`src/rtl/chu_logger_pkg.sv`:
```
// Shared definitions for the sample logger slot core:
// register indices, ctrl bit positions and the FIFO entry layout.
package chu_logger_pkg;

   localparam logic [2:0] REG_STATUS    = 3'd0;
   localparam logic [2:0] REG_DATA_CTRL = 3'd1;
   localparam logic [2:0] REG_PERIOD    = 3'd2;
   localparam logic [2:0] REG_POP       = 3'd3;
   localparam logic [2:0] REG_THRESH    = 3'd4;

   localparam int CTRL_EN   = 0;
   localparam int CTRL_MODE = 1;
   localparam int CTRL_CLR  = 2;

   typedef struct packed {
      logic [15:0] ts;
      logic [15:0] smp;
   } log_entry_t;

endpackage

```
`src/rtl/chu_logger_fifo.sv`:
```
// Synchronous FIFO with first-word-fall-through head, depth 2**ADDR_W.
// Clear beats push/pop; a push into a full FIFO lands only with a pop.
module chu_logger_fifo
   import chu_logger_pkg::*;
#(
   parameter int ADDR_W = 4
) (
   input  logic              clk,
   input  logic              reset,
   input  logic              clear,
   input  logic              push,
   input  logic              pop,
   input  logic [31:0]       wr_data,
   output logic [31:0]       head,
   output logic              full,
   output logic              empty,
   output logic [ADDR_W:0]   count
);

   localparam int DEPTH = 1 << ADDR_W;

   logic [31:0]     mem [DEPTH];
   logic [ADDR_W:0] wr_ptr;
   logic [ADDR_W:0] rd_ptr;
   logic            do_push;
   logic            do_pop;

   assign count   = wr_ptr - rd_ptr;
   assign empty   = (count == '0);
   // count never exceeds DEPTH, so its MSB alone flags full
   assign full    = count[ADDR_W];
   assign do_pop  = pop & ~empty;
   assign do_push = push & (~full | do_pop);
   assign head    = mem[rd_ptr[ADDR_W-1:0]];

   always_ff @(posedge clk) begin
      if (reset || clear) begin
         wr_ptr <= '0;
         rd_ptr <= '0;
      end else begin
         if (do_push) wr_ptr <= wr_ptr + 1'b1;
         if (do_pop)  rd_ptr <= rd_ptr + 1'b1;
      end
   end

   always_ff @(posedge clk) begin
      if (do_push) mem[wr_ptr[ADDR_W-1:0]] <= wr_data;
   end

endmodule

```
`src/rtl/chu_sample_logger_core.sv`:
```
// MMIO slot core logging timestamped samples of din into a FIFO.
// Define LOGGER_IRQ_EN to add the irq output and threshold register.
module chu_sample_logger_core
   import chu_logger_pkg::*;
#(
   parameter int W              = 8,
   parameter int FIFO_DEPTH_BIT = 4,
   parameter int TS_W           = 16
) (
   input  logic          clk,
   input  logic          reset,
   input  logic          cs,
   input  logic          read,
   input  logic          write,
   input  logic [4:0]    addr,
   output logic [31:0]   rd_data,
   input  logic [31:0]   wr_data,
   input  logic [W-1:0]  din
`ifdef LOGGER_IRQ_EN
   ,
   output logic          irq
`endif
);

   logic [W-1:0]          din_m;
   logic [W-1:0]          din_s;
   logic [W-1:0]          din_q;
   logic                  en;
   logic                  mode;
   logic [31:0]           period;
   logic [31:0]           tick_cnt;
   logic [TS_W-1:0]       ts;
   logic                  ovf;
   logic                  wr_ctrl;
   logic                  wr_period;
   logic                  wr_pop;
   logic                  wr_thresh;
   logic                  clr;
   logic                  tick;
   logic                  push;
   logic [15:0]           smp;
   log_entry_t            entry;
   logic [31:0]           head;
   logic                  full;
   logic                  empty;
   logic [FIFO_DEPTH_BIT:0] count;
   logic                  unused_bits;

`ifdef LOGGER_IRQ_EN
   logic [FIFO_DEPTH_BIT:0] thresh;
   assign unused_bits = ^{read, addr[4:3]};
`else
   assign unused_bits = ^{read, addr[4:3], wr_thresh};
`endif

   always_comb begin
      wr_ctrl   = 1'b0;
      wr_period = 1'b0;
      wr_pop    = 1'b0;
      wr_thresh = 1'b0;
      if (cs && write) begin
         unique case (addr[2:0])
            REG_DATA_CTRL: wr_ctrl   = 1'b1;
            REG_PERIOD:    wr_period = 1'b1;
            REG_POP:       wr_pop    = 1'b1;
            REG_THRESH:    wr_thresh = 1'b1;
            default:       ;
         endcase
      end
   end

   assign clr = wr_ctrl & wr_data[CTRL_CLR];

   // din_q follows din_s even while disabled, so enabling never fakes a change
   always_ff @(posedge clk) begin
      if (reset) begin
         din_m <= '0;
         din_s <= '0;
         din_q <= '0;
      end else begin
         din_m <= din;
         din_s <= din_m;
         din_q <= din_s;
      end
   end

   always_ff @(posedge clk) begin
      if (reset) begin
         en   <= 1'b0;
         mode <= 1'b0;
      end else if (wr_ctrl) begin
         en   <= wr_data[CTRL_EN];
         mode <= wr_data[CTRL_MODE];
      end
   end

   always_ff @(posedge clk) begin
      if (reset) begin
         period <= '0;
      end else if (wr_period) begin
         period <= wr_data;
      end
   end

   assign tick = en & (tick_cnt == period);

   always_ff @(posedge clk) begin
      if (reset) begin
         tick_cnt <= '0;
      end else if (clr || wr_period || !en || tick) begin
         tick_cnt <= '0;
      end else begin
         tick_cnt <= tick_cnt + 1'b1;
      end
   end

   always_ff @(posedge clk) begin
      if (reset) begin
         ts <= '0;
      end else if (clr) begin
         ts <= '0;
      end else if (en) begin
         ts <= ts + 1'b1;
      end
   end

   always_comb begin
      smp          = '0;
      smp[W-1:0]   = din_s;
      entry.ts     = ts;
      entry.smp    = smp;
   end

   assign push = en & (mode ? (din_s != din_q) : tick);

   always_ff @(posedge clk) begin
      if (reset) begin
         ovf <= 1'b0;
      end else if (clr) begin
         ovf <= 1'b0;
      end else if (push && full && !wr_pop) begin
         ovf <= 1'b1;
      end
   end

   chu_logger_fifo #(
      .ADDR_W (FIFO_DEPTH_BIT)
   ) u_fifo (
      .clk     (clk),
      .reset   (reset),
      .clear   (clr),
      .push    (push),
      .pop     (wr_pop),
      .wr_data (entry),
      .head    (head),
      .full    (full),
      .empty   (empty),
      .count   (count)
   );

`ifdef LOGGER_IRQ_EN
   always_ff @(posedge clk) begin
      if (reset) begin
         thresh <= '0;
      end else if (wr_thresh) begin
         thresh <= wr_data[FIFO_DEPTH_BIT:0];
      end
   end

   always_ff @(posedge clk) begin
      if (reset) begin
         irq <= 1'b0;
      end else begin
         irq <= ((thresh != '0) && (count >= thresh)) || ovf;
      end
   end
`endif

   always_comb begin
      rd_data = '0;
      unique case (addr[2:0])
         REG_STATUS: begin
            rd_data[FIFO_DEPTH_BIT+16:16] = count;
            rd_data[2:0]                  = {ovf, full, empty};
         end
         REG_DATA_CTRL: begin
            if (!empty) rd_data = head;
         end
         REG_PERIOD: rd_data = period;
`ifdef LOGGER_IRQ_EN
         REG_THRESH: rd_data[FIFO_DEPTH_BIT:0] = thresh;
`endif
         default: ;
      endcase
   end

endmodule

```
`config.mk`:
```
export PLATFORM = sky130hd
export DESIGN_NAME = chu_sample_logger_core
export DESIGN_NICKNAME = d
export VERILOG_FILES = /design/src/rtl/chu_logger_pkg.sv /design/src/rtl/chu_logger_fifo.sv /design/src/rtl/chu_sample_logger_core.sv
export SDC_FILE = /design/constraint.sdc
export NUM_CORES = 1
export LEC_CHECK = 0
export BUFFER_PORTS_ARGS = -buffer_cell sky130_fd_sc_hd__buf_2
export CAP_MARGIN = 10
export CELL_PAD_IN_SITES_DETAIL_PLACEMENT = 2
export CELL_PAD_IN_SITES_GLOBAL_PLACEMENT = 2
export CORE_UTILIZATION = 42
export CTS_CLUSTER_SIZE = 30
export DETAILED_ROUTE_END_ITERATION = 6
export PLACE_DENSITY = 0.87
export SLEW_MARGIN = 20
export SYNTH_ARGS = -nofsm -noshare
export SYNTH_HDL_FRONTEND = slang
export SYNTH_SLANG_ARGS = --single-unit
```
`constraint.sdc`:
```
create_clock -name clk -period 4.55 [get_ports clk]
set_input_delay 0.6825 -clock clk [delete_from_list [all_inputs] [get_ports clk]]
set_output_delay 0.6825 -clock clk [all_outputs]
set_load 0.01 [all_outputs]
```
Yosys cells after proc, flatten, opt, wreduce, memory -nomap -nowiden
Memories as Yosys holds them, arrays and structs flattened. A register that Yosys moved wholly into a read port is not among the register bits.
Cells that the tools add are included.
{ "classes": {"addsub": 5, "eq_ne": 5, "mux": 16, "bitwise_logic": 8, "n_reduce_logical": 13} }
{ "op_table": {"columns": ["op", "count"], "rows": [
  ["32-bit by 1-bit adder with 32-bit output, second input constant", 1],
  ["32-bit equality test", 1],
  ["32-bit 2-to-1 mux", 1],
  ["13-bit one-hot mux with 2 select lines", 1],
  ["11-bit one-hot mux with 2 select lines", 1],
  ["16-bit by 1-bit adder with 16-bit output, second input constant", 1],
  ["5-bit one-hot mux with 3 select lines", 1],
  ["5-bit by 1-bit adder with 5-bit output, second input constant", 2],
  ["1-bit 2-to-1 mux", 9],
  ["3-bit one-hot mux with 3 select lines", 1],
  ["4-bit 2-to-1 mux", 2],
  ["8-bit inequality test", 1],
  ["3-bit by 2-bit equality test with 1-bit output, second input constant", 2],
  ["1-bit bitwise AND", 5],
  ["5-bit logical NOT", 1],
  ["5-bit subtractor", 1],
  ["1-bit logical OR", 4],
  ["2-bit OR reduction", 2],
  ["3-bit by 1-bit equality test with 1-bit output, second input constant", 1],
  ["1-bit logical AND", 3],
  ["3-bit logical NOT", 1],
  ["1-bit logical NOT", 2],
  ["1-bit NOT", 2],
  ["1-bit OR", 1]
]} }
{ "totals": {"register_bits": 117, "mem_bits_rw": 384, "in_bits": 50, "out_inout_bits": 32, "word_cells": 59, "memories": 1} }
{ "memory_table": {"columns": ["name", "depth", "word_bits", "rd", "rd_clocked_by_memory_dff", "write_ports", "line", "source"], "rows": [
  ["u_fifo.mem", 16, 24, 1, 1, 1, "chu_logger_fifo.sv:22", "logic [31:0] mem [DEPTH];"]
]} }

Longest topological paths before layout
{ "logic_depth": {"ltp_word": 8, "mapped_depth": 11, "depth_no_buf": 10} }

By module
A second synthesis with hierarchy kept.
{ "unflattened": {"cells_unflattened": 1376, "hier_area_um2": 25273.0} }
{ "by_module_without_submodules": {"columns": ["mod", "n_inst", "cells_each", "area_each_um2", "seq_area_each_um2"], "rows": [
  ["chu_logger_fifo", 1, 822, 20399.6, 15655.0],
  ["chu_sample_logger_core", 1, 554, 4873.4, 2142.1]
]} }

Least setup slack after synthesis
Ideal clock, no wire load.
{ "synth_timing": {"kind": "reg2reg", "startpoint": "reg u_fifo.wr_ptr[0]", "endpoint": "mem u_fifo.mem[3][0] (netlist name), enable pin", "setup_ps": 435, "arrival_time_ps": 3860, "required_ps": 4115, "setup_slack_ps": 254, "stages_incl_launch_ff": 12, "path_buffers": 1, "period_less_slack_ps": 4296, "cell_sequence": "dfxtp_1 -> inv_1 -> ha_1 -> fa_1 -> nor2b_1 -> o21a_1 -> nor2_1 -> xnor2_1 -> a221oi_2 -> buf_6 -> nand2_1 -> nor3_1"} }
{ "synth_between": {"elab_chain_len": 8, "elab_cells_between_ends": 9, "cone_classes": "1 x add/sub; 2 x mux; 5 x bitwise; 1 x reduce/logical"} }
{ "synth_lines": {"columns": ["item", "line", "source"], "rows": [
  ["start, declared", "chu_logger_fifo.sv:23", "logic [ADDR_W:0] wr_ptr;"],
  ["start signal, assigned", "chu_logger_fifo.sv:41", "if (do_push) wr_ptr <= wr_ptr + 1'b1;"],
  ["5-bit subtractor", "chu_logger_fifo.sv:28", "assign count = wr_ptr - rd_ptr;"],
  ["5-bit logical NOT", "chu_logger_fifo.sv:29", "assign empty = (count == '0);"],
  ["1-bit NOT", "chu_logger_fifo.sv:32", "assign do_pop = pop & ~empty;"],
  ["1-bit bitwise AND", "chu_logger_fifo.sv:32", null],
  ["1-bit OR", "chu_logger_fifo.sv:33", "assign do_push = push & (~full | do_pop);"],
  ["1-bit bitwise AND", "chu_logger_fifo.sv:33", null],
  ["1-bit 2-to-1 mux", "chu_logger_fifo.sv:47", "if (do_push) mem[wr_ptr[ADDR_W-1:0]] <= wr_data;"],
  ["1-bit 2-to-1 mux (not written as such)", "chu_logger_fifo.sv:47", null],
  ["end, declared", "chu_logger_fifo.sv:22", null]
]} }
Parallel ways exist; a longest one is shown, timed or not.

Worst setup path after layout
{ "layout_timing": {"startpoint": "reg u_fifo.wr_ptr[0]", "endpoint": "out rd_data[20]"} }
{ "layout_between": {"elab_chain_len": 4} }
{ "layout_lines": {"columns": ["item", "line", "source"], "rows": [
  ["5-bit subtractor *", "chu_logger_fifo.sv:28", null],
  ["5-bit logical NOT", "chu_logger_fifo.sv:29", null],
  ["32-bit 2-to-1 mux", "chu_sample_logger_core.sv:187", "if (!empty) rd_data = head;"],
  ["5-bit one-hot mux with 3 select lines *", "chu_sample_logger_core.sv:181", "unique case (addr[2:0])"],
  ["end, declared", "chu_sample_logger_core.sv:16", "output logic [31:0] rd_data,"]
]} }
Mark *: on every way between the ends. The rest lies on a longest branch, timed or not.

==> run_results.csv <==
group,metric,value,unit
critical_path,worst-endpoint-arrival,3.62,ns
clock_network,clk_transition_reported_paths,0.07,ns
critical_path,setup.worst_path.start_class,"flop",
global_routing,grt_use_total,0.283,
layout,areaGrowthSynthToFinish,15.6,%
sta,rsz0062_at_grt,"no",
synthesis,synth_top_flop_cell,"edfxtp_1",
synthesis,yosysSeqAreaShare,0.699,
power,vdd_drop_max,0.303,mV
clock_network,clock_latency,0.63,ns
global_routing,grt.met3_usage,0.0496,
global_routing,met1_use_gr,0.335,
sta,final.min_clock_period,4.30,ns
global_routing,grt-ovfl-total,0,
synthesis,syn_area_per_cell,16.4,um^2
layout,filler_cell_count,4201,
synthesis,synth_enable_flop_cells,384,
synthesis,synth_top_cells_by_area,"edfxtp_1, mux4_2, dfxtp_1",
die,dieWidth,220,um
critical_path,worst_setup_path_end_kind,"output port",
synthesis,synthesis.yosys.warnings,0,
synthesis,synth_commonest_cells,"edfxtp_1, dfxtp_1, mux4_2, nand2_1, nor2_1",
global_routing,via_count_of_the_first_global_routing_pass,12900,
critical_path,required,3.87,ns
die,boundaryPins,82,
sta,maxSlewViolCount,0,
global_routing,met2_usage,0.499,
drt,drt_first_pass_iters,7,
synthesis,synth_cells,1216,
synthesis,yosys_top_cell_by_area,"edfxtp_1",
drt,drt-initial-drc-count,929,
clock_network,cts-htree-levels,2,
layout,finalInstanceArea,23100,um^2
synthesis,synth_cell_types,44,
synthesis,async_flop_share,0,
power,cellPowerDensity,425,nW/um^2
status,status,"finished with violations",
die,overall_die_area,48400,um^2
place,place_congestion,0.811,
die,fp-row-count,79,
critical_path,worst-path-max-fanout,23,
sta,tns,0,ns
run,max_cap_viol_count,0,
sta,finalHoldWorstSlack,0.281,ns
layout,num_antenna_cells,0,
power,design_power_total,9.81,mW
global_routing,grt_start_max_net_pins,42,
clock_network,clock_path_buffers,3,
critical_path,timing_worst_setup_path_type,"flop to output port",
clock_network,clkSinkCount,505,
layout,drive_above_1_share,0.244,
synthesis,post_synth_instance_area,20000,um^2
drt,ant_nets,0,
sta,slew_headroom,0.248,
die,core_area,46800,um^2
sta,maxClockFrequency,232,MHz
clock_network,ctsRootBufferMaster,"clkbuf_16",
clock_network,tritoncts,"done",
sta,timing_worst_slew_pin_value,1.13,ns
status,violations_in_the_final_reports,"DRC",
sta,final_min_period_over_clock_period,0.945,
power,p_leak,7.67,nW
drt,vias_per_cell,5.95,
sta,setup_violations,0,
synthesis,synthDominantCellAreaShare,0.577,
hold_path,hp-class,"input port to flop",
place,placed_area,21200,um^2
layout,nNetsFinal,1384,
die,die_height,220,um
place,dp.final_hpwl,37100,um
global_routing,global_route_wire_length_before_repair,95300,um
global_routing,grt_most_used_layer,"met2",
sta,hold_violations,0,
global_routing,grt_antenna_before_repair,0,
drt,drc_violation_count_after_routing,12,
synthesis,post-synth-top-count-cell,"edfxtp_1",
die,start_util,0.427,
clock_network,cts-buffers-inserted,53,
drt,vias,11800,
synthesis,synth_seq_cells,505,
drt,wl_per_cell,33.6,um
place,io_buffer_count,78,
sta,final.setup_skew,0.0450,ns
drt,detailed_route_wl,66400,um
synthesis,synthesis.nets,1278,
==> final timing paths <==
path         cells past startpoint                           to                          start  slack (ns)
max                             11                  rd_data[20]  u_fifo.wr_ptr[0]$_SDFFE_PP0P_        0.25
min                              2          din_m[7]$_SDFF_PP0_                         din[7]        0.28
max reg2reg                     13  u_fifo.mem[3][20]$_DFFE_PP_  u_fifo.wr_ptr[0]$_SDFFE_PP0P_        0.83
min reg2reg                      1          din_s[3]$_SDFF_PP0_            din_m[3]$_SDFF_PP0_        0.46
==> metrics by stage <==
stage	utilization	std cells	setup slack [ns]
floorplan	-	1216	0.254
detailed placement	0.453	1873	0.392
finish	0.494	1974	0.249
global route	0.494	1974	0.120
CTS	0.494	1974	0.0636
global placement	0.453	1873	0.502
==> cell usage in the layout, fill, tap and decap left out, types with 5 or more instances in the layout <==
cell type and instances:
clkbuf_16 53, dfxtp_1 117, o21ai_0 18, mux2i_1 6, nor2b_1 27, ha_1 11
buf_2 78, o21ai_1 5, xnor2_1 27, nand3_1 20, clkinv_2 13, a21oi_1 40
nor4_1 7, clkbuf_8 7, nand2_1 111, edfxtp_1 384, and2_1 12, clkinv_1 6
and3_1 21, buf_4 28, bufinv_16 9, inv_1 34, nor3_1 6, or3_1 5
nor2_1 67, mux4_2 120, xor2_1 61, nand4_1 18
==> sequential cells by signal, summed over array words and instances (netlist names), 8 cells and up, named ones only <==
| register | cells |
|---|---|
| u_fifo.mem | 384 |
| ts | 16 |
| din_m | 8 |
| din_s | 8 |
| din_q | 8 |
| period | 32 |
| tick_cnt | 32 |
==> metal layers <==
metal,part of all wire,wire (um)
met1,0.38,24900
met2,0.52,34600
met3,0.055,3650
met4,0.048,3170
met5,0,0
==> final cells by class <==
| cell class | count | area [um^2] | area share |
|---|---|---|---|
| Multi-Input combinational cell | 618 | 5680 | 0.246 |
| Clock inverter | 36 | 438 | 0.0190 |
| Clock buffer | 64 | 1440 | 0.0623 |
| Tap cell | 607 | 759 | 0.0329 |
| Timing Repair Buffer | 110 | 681 | 0.0295 |
| Inverter | 34 | 128 | 0.00553 |
| Sequential cell | 505 | 14000 | 0.605 |
==> repair_timing <==
item / CTS / global route
setup endpoints to repair: 24 / 3
hold buffers: 0 / 0
pin swaps: 1 / 1
gates resized for setup: 6 / 2
buffers inserted: 1 / 0
==> report_power, final <==
| group | internal, mW | leakage [nW] | switching, mW | total (mW) |
|---|---|---|---|---|
| combinational | 0.0344 | 2.35 | 0.0626 | 0.0970 |
| clock | 2.77 | 0.919 | 2.00 | 4.78 |
| sequential | 4.92 | 4.41 | 0.0241 | 4.94 |
==> worst max-delay path, cell delays in order, from the launching register on <==
cell and delay, ns:
dfxtp_2 0.39, inv_1 0.09, ha_1 0.22, fa_1 0.47, nor2b_1 0.19, o21a_1 0.15, nor2_1 0.07, xnor2_2 0.21
nor3_1 0.12, or3_4 0.51, o211ai_1 0.33, buf_2 0.22
==> kinds of logic after synthesis <==
family | share of synthesized area
flip-flops | 0.699
AND/OR/NAND/NOR | 0.0750
multiplexers | 0.138
buffers and inverters | 0.0185
XOR/XNOR | 0.0390
AO/OA/AOI/OAI | 0.0227
adder cells (fa/ha/maj) | 0.00789
No activity file was read; power rests on OpenSTA's default activity.
